### config.mk
export PLATFORM = sky130hd
export DESIGN_NAME = uart_probe_flat
export DESIGN_NICKNAME = d
export VERILOG_FILES = /design/src/rtl/uart_probe_pkg.sv /design/src/rtl/uart_probe_if.sv /design/src/rtl/uart_probe_axi_master.sv /design/src/rtl/uart_probe.sv /design/src/flat_wrapper.sv
export SDC_FILE = /design/constraint.sdc
export NUM_CORES = 1
export LEC_CHECK = 0
export CORE_UTILIZATION = 35
export DETAILED_ROUTE_END_ITERATION = 12
export HOLD_SLACK_MARGIN = 0.12
export PLACE_DENSITY = 0.67
export SLEW_MARGIN = 10
export SYNTH_ARGS = -nofsm -noshare
export SYNTH_HDL_FRONTEND = slang
export SYNTH_SLANG_ARGS = --single-unit
export TNS_END_PERCENT = 10
### constraint.sdc
create_clock -name clk -period 3.73 [get_ports clk]
set_input_delay 0.746 -clock clk [delete_from_list [all_inputs] [get_ports clk]]
set_output_delay 0.746 -clock clk [all_outputs]
set_load 0.01 [all_outputs]
### src/rtl/uart_probe_pkg.sv
// Shared definitions for the byte-command debug probe: opcodes, FSM states and
// small decode helpers.
package uart_probe_pkg;

  localparam logic [7:0] CMD_GPI_RD0 = 8'd2,  CMD_GPI_RD1 = 8'd3,  CMD_GPI_RD2 = 8'd4,  CMD_GPI_RD3 = 8'd5;
  localparam logic [7:0] CMD_GPO_RD0 = 8'd6,  CMD_GPO_RD1 = 8'd7,  CMD_GPO_RD2 = 8'd8,  CMD_GPO_RD3 = 8'd9;
  localparam logic [7:0] CMD_GPO_WR0 = 8'd10, CMD_GPO_WR1 = 8'd11, CMD_GPO_WR2 = 8'd12, CMD_GPO_WR3 = 8'd13;
  localparam logic [7:0] CMD_AXI_RD0 = 8'd14, CMD_AXI_RD1 = 8'd15, CMD_AXI_RD2 = 8'd16, CMD_AXI_RD3 = 8'd17;
  localparam logic [7:0] CMD_AXI_WR0 = 8'd18, CMD_AXI_WR1 = 8'd19, CMD_AXI_WR2 = 8'd20, CMD_AXI_WR3 = 8'd21;
  localparam logic [7:0] CMD_AXI_RD  = 8'd22, CMD_AXI_WR  = 8'd23, CMD_AXI_RDC = 8'd24, CMD_AXI_WRC = 8'd25;

  typedef enum logic [1:0] {ST_IDLE, ST_ARG, ST_RESP, ST_AXI} state_t;
  typedef enum logic [2:0] {AX_IDLE, AX_AR, AX_R, AX_AWW, AX_B} axi_state_t;

  function automatic logic [7:0] byte_sel(input logic [31:0] w, input logic [1:0] n);
    return w[{n, 3'b000} +: 8];
  endfunction

  function automatic logic in_range(input logic [7:0] v, input logic [7:0] lo, input logic [7:0] hi);
    return (v >= lo) && (v <= hi);
  endfunction

  // Every byte-indexed opcode group starts at a base that is 2 mod 4.
  function automatic logic [1:0] op_byte(input logic [7:0] op);
    return op[1:0] ^ 2'b10;
  endfunction

endpackage

### src/rtl/uart_probe_if.sv
// Bundle of the probe's byte streams, GPIO and AXI4-Lite master signals.
// master = probe side, slave = host/system side.
interface uart_probe_if;
  logic        rx_valid, rx_ready, tx_valid, tx_ready;
  logic [7:0]  rx_data, tx_data;
  logic [31:0] gpo, gpi;
  logic [31:0] m_axi_araddr, m_axi_awaddr, m_axi_wdata, m_axi_rdata;
  logic [2:0]  m_axi_arsize, m_axi_awsize;
  logic [3:0]  m_axi_wstrb;
  logic [1:0]  m_axi_rresp, m_axi_bresp;
  logic        m_axi_arvalid, m_axi_awvalid, m_axi_wvalid, m_axi_bready, m_axi_rready;
  logic        m_axi_arready, m_axi_awready, m_axi_wready, m_axi_bvalid, m_axi_rvalid;

  modport master (
    input  rx_valid, rx_data, tx_ready, gpi,
           m_axi_arready, m_axi_awready, m_axi_wready, m_axi_bvalid, m_axi_rvalid,
           m_axi_rdata, m_axi_rresp, m_axi_bresp,
    output rx_ready, tx_valid, tx_data, gpo,
           m_axi_araddr, m_axi_awaddr, m_axi_arsize, m_axi_awsize,
           m_axi_arvalid, m_axi_awvalid, m_axi_wvalid, m_axi_bready, m_axi_rready,
           m_axi_wdata, m_axi_wstrb
  );

  modport slave (
    output rx_valid, rx_data, tx_ready, gpi,
           m_axi_arready, m_axi_awready, m_axi_wready, m_axi_bvalid, m_axi_rvalid,
           m_axi_rdata, m_axi_rresp, m_axi_bresp,
    input  rx_ready, tx_valid, tx_data, gpo,
           m_axi_araddr, m_axi_awaddr, m_axi_arsize, m_axi_awsize,
           m_axi_arvalid, m_axi_awvalid, m_axi_wvalid, m_axi_bready, m_axi_rready,
           m_axi_wdata, m_axi_wstrb
  );
endinterface

### src/rtl/uart_probe_axi_master.sv
// Single-beat AXI4-Lite master sequencer: AR->R for reads, AW+W->B for writes.
module uart_probe_axi_master
  import uart_probe_pkg::*;
(
  input  logic        clk,
  input  logic        m_aresetn,
  input  logic        i_start_rd,
  input  logic        i_start_wr,
  input  logic [31:0] i_wdata,
  input  logic [3:0]  i_wstrb,
  output logic        o_busy,
  output logic        o_done,
  output logic        o_done_rd,
  output logic [1:0]  o_resp,
  output logic [31:0] o_rdata,
  output logic        o_arvalid,
  input  logic        i_arready,
  output logic        o_rready,
  input  logic        i_rvalid,
  input  logic [31:0] i_rdata,
  input  logic [1:0]  i_rresp,
  output logic        o_awvalid,
  input  logic        i_awready,
  output logic        o_wvalid,
  input  logic        i_wready,
  output logic [31:0] o_wdata,
  output logic [3:0]  o_wstrb,
  output logic        o_bready,
  input  logic        i_bvalid,
  input  logic [1:0]  i_bresp
);

  axi_state_t  r_state, w_next;
  logic        r_awvalid, r_wvalid;
  logic [31:0] r_wdata;
  logic [3:0]  r_wstrb;
  logic        w_aw_done, w_w_done;

  // AW and W complete independently; B waits for whichever finishes last.
  assign w_aw_done = !r_awvalid || i_awready;
  assign w_w_done  = !r_wvalid  || i_wready;

  always_ff @(posedge clk or negedge m_aresetn) begin
    if (!m_aresetn) r_state <= AX_IDLE;
    else            r_state <= w_next;
  end

  always_comb begin
    w_next = r_state;
    case (r_state)
      AX_IDLE: if (i_start_rd) w_next = AX_AR;
               else if (i_start_wr) w_next = AX_AWW;
      AX_AR:   if (i_arready) w_next = AX_R;
      AX_R:    if (i_rvalid) w_next = AX_IDLE;
      AX_AWW:  if (w_aw_done && w_w_done) w_next = AX_B;
      AX_B:    if (i_bvalid) w_next = AX_IDLE;
      default: w_next = AX_IDLE;
    endcase
  end

  always_ff @(posedge clk or negedge m_aresetn) begin
    if (!m_aresetn) begin
      r_awvalid <= 1'b0;
      r_wvalid  <= 1'b0;
      r_wdata   <= '0;
      r_wstrb   <= '0;
    end else if (r_state == AX_IDLE && !i_start_rd && i_start_wr) begin
      r_awvalid <= 1'b1;
      r_wvalid  <= 1'b1;
      r_wdata   <= i_wdata;
      r_wstrb   <= i_wstrb;
    end else begin
      if (i_awready) r_awvalid <= 1'b0;
      if (i_wready)  r_wvalid  <= 1'b0;
    end
  end

  assign o_busy    = (r_state != AX_IDLE);
  assign o_done    = (r_state == AX_R && i_rvalid) || (r_state == AX_B && i_bvalid);
  assign o_done_rd = (r_state == AX_R);
  assign o_resp    = (r_state == AX_R) ? i_rresp : i_bresp;
  assign o_rdata   = i_rdata;
  assign o_arvalid = (r_state == AX_AR);
  assign o_rready  = (r_state == AX_R);
  assign o_bready  = (r_state == AX_B);
  assign o_awvalid = r_awvalid;
  assign o_wvalid  = r_wvalid;
  assign o_wdata   = r_wdata;
  assign o_wstrb   = r_wstrb;

endmodule

### src/rtl/uart_probe.sv
// Byte-command debug probe: decodes opcode/argument bytes, owns the GPO,
// address, data and control registers, and launches single AXI beats.
module uart_probe
  import uart_probe_pkg::*;
(
  input  logic clk,
  input  logic m_aresetn,
  uart_probe_if.master bus
);

  state_t      r_state, w_next;
  logic [7:0]  r_op, r_tx_data, w_resp_byte, w_ctrl;
  logic        r_tx_valid, r_rx_ready;
  logic [31:0] r_gpo, r_addr, r_data, w_rdata;
  logic [1:0]  r_ctrl_resp, w_resp, w_rx_n, w_arg_n;
  logic        w_rx_hs, w_tx_hs, w_resp_ld, w_start_rd, w_start_wr, w_gpo_we, w_addr_we;
  logic        w_busy, w_done, w_done_rd;

  assign w_rx_hs = bus.rx_valid && r_rx_ready;
  assign w_tx_hs = r_tx_valid && bus.tx_ready;
  assign w_rx_n  = op_byte(bus.rx_data);
  assign w_arg_n = op_byte(r_op);
  assign w_ctrl  = {4'b0000, r_ctrl_resp, w_busy, 1'b0};

  always_ff @(posedge clk or negedge m_aresetn) begin
    if (!m_aresetn) r_state <= ST_IDLE;
    else            r_state <= w_next;
  end

  always_comb begin
    w_next      = r_state;
    w_resp_ld   = 1'b0;
    w_resp_byte = '0;
    w_start_rd  = 1'b0;
    w_start_wr  = 1'b0;
    w_gpo_we    = 1'b0;
    w_addr_we   = 1'b0;
    case (r_state)
      ST_IDLE: if (w_rx_hs) begin
        if (in_range(bus.rx_data, CMD_GPI_RD0, CMD_GPI_RD3)) begin
          w_resp_ld = 1'b1; w_resp_byte = byte_sel(bus.gpi, w_rx_n);
        end else if (in_range(bus.rx_data, CMD_GPO_RD0, CMD_GPO_RD3)) begin
          w_resp_ld = 1'b1; w_resp_byte = byte_sel(r_gpo, w_rx_n);
        end else if (in_range(bus.rx_data, CMD_AXI_RD0, CMD_AXI_RD3)) begin
          w_resp_ld = 1'b1; w_resp_byte = byte_sel(r_addr, w_rx_n);
        end else if (bus.rx_data == CMD_AXI_RD) begin
          w_resp_ld = 1'b1; w_resp_byte = r_data[7:0];
        end else if (bus.rx_data == CMD_AXI_RDC) begin
          w_resp_ld = 1'b1; w_resp_byte = w_ctrl;
        end else if (in_range(bus.rx_data, CMD_GPO_WR0, CMD_GPO_WR3) ||
                     in_range(bus.rx_data, CMD_AXI_WR0, CMD_AXI_WR3) ||
                     bus.rx_data == CMD_AXI_WR || bus.rx_data == CMD_AXI_WRC) begin
          w_next = ST_ARG;
        end
        if (w_resp_ld) w_next = ST_RESP;
      end
      ST_ARG: if (w_rx_hs) begin
        w_next = ST_IDLE;
        if (in_range(r_op, CMD_GPO_WR0, CMD_GPO_WR3)) w_gpo_we = 1'b1;
        else if (in_range(r_op, CMD_AXI_WR0, CMD_AXI_WR3)) w_addr_we = 1'b1;
        else if (r_op == CMD_AXI_WR) begin
          w_start_wr = 1'b1; w_next = ST_AXI;
        end else if (r_op == CMD_AXI_WRC && bus.rx_data[0]) begin
          w_start_rd = 1'b1; w_next = ST_AXI;
        end
      end
      ST_RESP: if (w_tx_hs) w_next = ST_IDLE;
      ST_AXI:  if (w_done) w_next = ST_IDLE;
      default: w_next = ST_IDLE;
    endcase
  end

  // Handshake outputs are registered so they sit low through reset and the
  // first edge after release.
  always_ff @(posedge clk or negedge m_aresetn) begin
    if (!m_aresetn) begin
      r_rx_ready  <= 1'b0;
      r_tx_valid  <= 1'b0;
      r_tx_data   <= '0;
      r_op        <= '0;
      r_gpo       <= '0;
      r_addr      <= '0;
      r_data      <= '0;
      r_ctrl_resp <= '0;
    end else begin
      r_rx_ready <= (w_next == ST_IDLE) || (w_next == ST_ARG);
      r_tx_valid <= (w_next == ST_RESP);
      if (w_resp_ld) r_tx_data <= w_resp_byte;
      if (r_state == ST_IDLE && w_rx_hs) r_op <= bus.rx_data;
      if (w_gpo_we)  r_gpo[{w_arg_n, 3'b000} +: 8]  <= bus.rx_data;
      if (w_addr_we) r_addr[{w_arg_n, 3'b000} +: 8] <= bus.rx_data;
      if (w_done) begin
        r_ctrl_resp <= w_resp;
        if (w_done_rd) r_data <= w_rdata;
      end
    end
  end

  uart_probe_axi_master u_axi (
    .clk        (clk),
    .m_aresetn  (m_aresetn),
    .i_start_rd (w_start_rd),
    .i_start_wr (w_start_wr),
    .i_wdata    ({4{bus.rx_data}}),
    .i_wstrb    (4'b0001 << r_addr[1:0]),
    .o_busy     (w_busy),
    .o_done     (w_done),
    .o_done_rd  (w_done_rd),
    .o_resp     (w_resp),
    .o_rdata    (w_rdata),
    .o_arvalid  (bus.m_axi_arvalid),
    .i_arready  (bus.m_axi_arready),
    .o_rready   (bus.m_axi_rready),
    .i_rvalid   (bus.m_axi_rvalid),
    .i_rdata    (bus.m_axi_rdata),
    .i_rresp    (bus.m_axi_rresp),
    .o_awvalid  (bus.m_axi_awvalid),
    .i_awready  (bus.m_axi_awready),
    .o_wvalid   (bus.m_axi_wvalid),
    .i_wready   (bus.m_axi_wready),
    .o_wdata    (bus.m_axi_wdata),
    .o_wstrb    (bus.m_axi_wstrb),
    .o_bready   (bus.m_axi_bready),
    .i_bvalid   (bus.m_axi_bvalid),
    .i_bresp    (bus.m_axi_bresp)
  );

  assign bus.rx_ready     = r_rx_ready;
  assign bus.tx_valid     = r_tx_valid;
  assign bus.tx_data      = r_tx_data;
  assign bus.gpo          = r_gpo;
  assign bus.m_axi_araddr = r_addr;
  assign bus.m_axi_awaddr = r_addr;
  assign bus.m_axi_arsize = 3'b010;
  assign bus.m_axi_awsize = 3'b000;

endmodule

### src/flat_wrapper.sv
// flat-port wrapper written by rule: the top's interface ports become plain ports
module uart_probe_flat import uart_probe_pkg::*;
  (clk, m_aresetn, bus_rx_valid, bus_rx_data, bus_tx_ready, bus_gpi, bus_m_axi_arready, bus_m_axi_awready, bus_m_axi_wready, bus_m_axi_bvalid, bus_m_axi_rvalid, bus_m_axi_rdata, bus_m_axi_rresp, bus_m_axi_bresp, bus_rx_ready, bus_tx_valid, bus_tx_data, bus_gpo, bus_m_axi_araddr, bus_m_axi_awaddr, bus_m_axi_arsize, bus_m_axi_awsize, bus_m_axi_arvalid, bus_m_axi_awvalid, bus_m_axi_wvalid, bus_m_axi_bready, bus_m_axi_rready, bus_m_axi_wdata, bus_m_axi_wstrb);
  uart_probe_if bus_i ();
  input  logic clk;
  input  logic m_aresetn;
  input wire logic [$bits(bus_i.rx_valid)-1:0] bus_rx_valid;
  input wire logic [$bits(bus_i.rx_data)-1:0] bus_rx_data;
  input wire logic [$bits(bus_i.tx_ready)-1:0] bus_tx_ready;
  input wire logic [$bits(bus_i.gpi)-1:0] bus_gpi;
  input wire logic [$bits(bus_i.m_axi_arready)-1:0] bus_m_axi_arready;
  input wire logic [$bits(bus_i.m_axi_awready)-1:0] bus_m_axi_awready;
  input wire logic [$bits(bus_i.m_axi_wready)-1:0] bus_m_axi_wready;
  input wire logic [$bits(bus_i.m_axi_bvalid)-1:0] bus_m_axi_bvalid;
  input wire logic [$bits(bus_i.m_axi_rvalid)-1:0] bus_m_axi_rvalid;
  input wire logic [$bits(bus_i.m_axi_rdata)-1:0] bus_m_axi_rdata;
  input wire logic [$bits(bus_i.m_axi_rresp)-1:0] bus_m_axi_rresp;
  input wire logic [$bits(bus_i.m_axi_bresp)-1:0] bus_m_axi_bresp;
  output wire logic [$bits(bus_i.rx_ready)-1:0] bus_rx_ready;
  output wire logic [$bits(bus_i.tx_valid)-1:0] bus_tx_valid;
  output wire logic [$bits(bus_i.tx_data)-1:0] bus_tx_data;
  output wire logic [$bits(bus_i.gpo)-1:0] bus_gpo;
  output wire logic [$bits(bus_i.m_axi_araddr)-1:0] bus_m_axi_araddr;
  output wire logic [$bits(bus_i.m_axi_awaddr)-1:0] bus_m_axi_awaddr;
  output wire logic [$bits(bus_i.m_axi_arsize)-1:0] bus_m_axi_arsize;
  output wire logic [$bits(bus_i.m_axi_awsize)-1:0] bus_m_axi_awsize;
  output wire logic [$bits(bus_i.m_axi_arvalid)-1:0] bus_m_axi_arvalid;
  output wire logic [$bits(bus_i.m_axi_awvalid)-1:0] bus_m_axi_awvalid;
  output wire logic [$bits(bus_i.m_axi_wvalid)-1:0] bus_m_axi_wvalid;
  output wire logic [$bits(bus_i.m_axi_bready)-1:0] bus_m_axi_bready;
  output wire logic [$bits(bus_i.m_axi_rready)-1:0] bus_m_axi_rready;
  output wire logic [$bits(bus_i.m_axi_wdata)-1:0] bus_m_axi_wdata;
  output wire logic [$bits(bus_i.m_axi_wstrb)-1:0] bus_m_axi_wstrb;
  assign bus_i.rx_valid = bus_rx_valid;
  assign bus_i.rx_data = bus_rx_data;
  assign bus_i.tx_ready = bus_tx_ready;
  assign bus_i.gpi = bus_gpi;
  assign bus_i.m_axi_arready = bus_m_axi_arready;
  assign bus_i.m_axi_awready = bus_m_axi_awready;
  assign bus_i.m_axi_wready = bus_m_axi_wready;
  assign bus_i.m_axi_bvalid = bus_m_axi_bvalid;
  assign bus_i.m_axi_rvalid = bus_m_axi_rvalid;
  assign bus_i.m_axi_rdata = bus_m_axi_rdata;
  assign bus_i.m_axi_rresp = bus_m_axi_rresp;
  assign bus_i.m_axi_bresp = bus_m_axi_bresp;
  assign bus_rx_ready = bus_i.rx_ready;
  assign bus_tx_valid = bus_i.tx_valid;
  assign bus_tx_data = bus_i.tx_data;
  assign bus_gpo = bus_i.gpo;
  assign bus_m_axi_araddr = bus_i.m_axi_araddr;
  assign bus_m_axi_awaddr = bus_i.m_axi_awaddr;
  assign bus_m_axi_arsize = bus_i.m_axi_arsize;
  assign bus_m_axi_awsize = bus_i.m_axi_awsize;
  assign bus_m_axi_arvalid = bus_i.m_axi_arvalid;
  assign bus_m_axi_awvalid = bus_i.m_axi_awvalid;
  assign bus_m_axi_wvalid = bus_i.m_axi_wvalid;
  assign bus_m_axi_bready = bus_i.m_axi_bready;
  assign bus_m_axi_rready = bus_i.m_axi_rready;
  assign bus_m_axi_wdata = bus_i.m_axi_wdata;
  assign bus_m_axi_wstrb = bus_i.m_axi_wstrb;
  uart_probe u_core (.clk(clk), .m_aresetn(m_aresetn), .bus(bus_i));
endmodule
==> results.json <==
{
  "dp_hpwl_mm": 14.0,
  "ys_seq_area_share_pct": 45.8,
  "start_util_pct": 36.2,
  "wire_per_inst_um": 18.8,
  "grt_start_max_net_pins": 65,
  "synth_cells": 612,
  "finalNonFillerCells": 978,
  "crit_type": "primary input to flip-flop",
  "cp.required_ns": 4.02,
  "diodes": 0,
  "whs_ns": 0.383,
  "cap_violations": 0,
  "slew_headroom_pct": 33.3,
  "finalHoldViolations": 0,
  "synth_top_family_by_area": "simple AND/OR/NAND/NOR gates",
  "postSynth.asyncResetShare_pct": 100,
  "route.detailed.drc": 0,
  "drive_gt1_share_pct": 10.6,
  "gr-usage-all-layers_pct": 21.2,
  "cp_num_cells": 6,
  "hp-class": "primary input to asynchronous set/reset pin",
  "post-place-ws_ns": 0.624,
  "critPathLaunchType": "primary input",
  "wl_mm": 18.4,
  "period_share_pct": 74.2,
  "grt_pass1_wl_mm": 28.4,
  "most-common-layout-cells": "clkdlybuf4s50_1, nand2_1, dfrtp_1",
  "first_iter_violations": 352,
  "antenna_found_initial": 0,
  "portBuffers": 207,
  "fin_worst_skew_ns": 0.0109,
  "ys_seq_elements": 111,
  "placed_cell_area_um2": 7880,
  "worst_pin_slew_ns": 0.994,
  "ff2ff_path_depth": 7,
  "core_um2": 16800,
  "drtPass1Iterations": 5,
  "final_common_cell": "clkdlybuf4s50_1",
  "yosys_warnings": 0,
  "synth.mux.area_fraction_pct": 11.8,
  "dp_cells": 962,
  "viasPerCell": 5.11,
  "final_area_um2": 8180,
  "synthAdderAreaFrac_pct": 1.44,
  "nets": 845,
  "cp_max_fo": 18,
  "slew_violations": 0,
  "clockRootBuffer": "clkbuf_16",
  "cts_hold_buffers": 0,
  "p_total_mw": 3.24,
  "dieHeight_um": 134,
  "clkTransAtPathRegs_ns": 0.08,
  "antenna_left": 0,
  "path_cells": "clkdlybuf4s50_1 > nor4b_1 > nor2_1 > nor2b_1 > a21oi_1 > o22ai_1",
  "static-leakage-power_nw": 3.31,
  "end_kind": "flip-flop",
  "cp.arrival_ns": 3.05,
  "gp_congestion": 0.800,
  "netlist-cell-type-count": 59,
  "vdd_drop_max_mv": 0.258,
  "synth_area_leaders": "dfrtp_1, mux4_2, nand2_1",
  "synth_top_area_share_pct": 45.8,
  "ioPinCount": 238,
  "crit_buf_inv": 1,
  "crit_family": "simple AND/OR/NAND/NOR gates",
  "cts_max_level": 3,
  "finalSetupViolations": 0,
  "clock_latency_ns": 0.37,
  "finalSetupTns_ns": 0,
  "synthFlopType": "dfrtp_1",
  "grt_pass1_vias": 4791,
  "cts_resized": 0,
  "yosysTopAreaCell": "dfrtp_1",
  "clkSinkCount": 111,
  "numCtsBuffers": 9,
  "num_rows": 47,
  "rsz0062_at_grt": "no",
  "synth_edf_count": 0,
  "setup_ws_ns": 0.963,
  "grt-ovfl-total": 0,
  "synth_area_um2": 6060,
  "power_density_nw_per_um2": 396,
  "critPathSlowestCell": "nor4b_1",
  "synthToLayoutAreaGrowth_pct": 34.9,
  "post_cts.repair.setup_buffers": 0,
  "slowest_delay_ns": 0.84,
  "synth-simple-area-share_pct": 17.2,
  "synth_compound_area_share_pct": 11.8,
  "max_freq_ghz": 0.361,
  "die_w_um": 134,
  "utilization_pct": 48.8,
  "cts_tree": "built",
  "clockBufferDepth": 2,
  "syn_area_per_cell_um2": 9.91,
  "vias": 4996,
  "status": "completed",
  "period_needed_ns": 2.77,
  "synthXorXnorAreaFrac_pct": 0.289,
  "nFillCells": 1572,
  "die-area_um2": 17900
}
-- cell usage after synthesis (7+ instances only) --
cell and number:
o21ai_0 85, mux4_2 24, inv_1 17, nand2_1 142, clkbuf_1 8, buf_4 66, buf_2 14, a21oi_1 8
mux2_2 12, nor2_1 15, ha_1 7, dfrtp_1 111, nand3_1 10
-- final cells by class --
cell class              count  area (um2)  area share, %
clock buffers               9         225           2.75
clock inverters             7        70.1          0.857
inverters                  17        63.8          0.780
multi-input cells         396        2600           31.8
flip-flops and latches    111        2780           34.0
well taps                 220         275           3.37
repair buffers            218        2170           26.5
-- kinds of logic (layout without fill, tap and decap cells) --
logic type,Yosys count,after routing
muxes,40,40
and+or+nand+nor,218,218
AOI/OAI and AO/OA,123,123
xor gates and xnor gates,2,2
adders and majority gates,7,7
DFF,111,111
other,2,6
buffers and inverters,109,251
-- worst paths after layout --
path / startpoint / to / slack [ns]
worst max register to register: u_core.r_op[0] / u_core.bus.gpo[2] / 1.27
max in group asynchronous: m_aresetn / u_core.r_state[1] / 2.57
worst min register to register: u_core.u_axi.o_wstrb[1] / u_core.u_axi.o_wstrb[1] / 0.47
worst max-delay path: bus_rx_data[3] / u_core.bus.tx_data[0] / 0.96
min in group clk: u_core.u_axi.o_wstrb[1] / u_core.u_axi.o_wstrb[1] / 0.47
worst min-delay path: m_aresetn / u_core.bus.gpo[6] / 0.38
-- metal layers --
layer,up-vias,GRT usage [%],share of wire [%]
met5,-,0,0
met4,0,4.67,0.72
met3,11,5.06,7.5
met2,202,33.7,47
met1,2434,29.4,45
li1,2349,-,-
-- state kept, by name, summed over array words and instances (netlist names) --
signal	count
u_core.bus.gpo	32
u_core.u_axi.r_state	3
u_core.bus.tx_data	8
u_core.bus.tx_valid	1
u_core.u_axi.o_awvalid	1
u_core.bus.rx_ready	1
u_core.u_axi.o_wstrb	4
u_core.r_state	2
u_core.bus.m_axi_araddr	32
u_core.r_ctrl_resp	2
u_core.u_axi.o_wdata	8
u_core.u_axi.o_wvalid	1
u_core.r_data	8
u_core.r_op	8
-- power breakdown --
| group | switching, mW | internal, mW |
|---|---|---|
| combinational | 0.437 | 0.381 |
| sequential | 0.117 | 1.33 |
| clock | 0.499 | 0.475 |
| total | 1.05 | 2.19 |
Note: power is estimated with default switching activity, not from simulation.
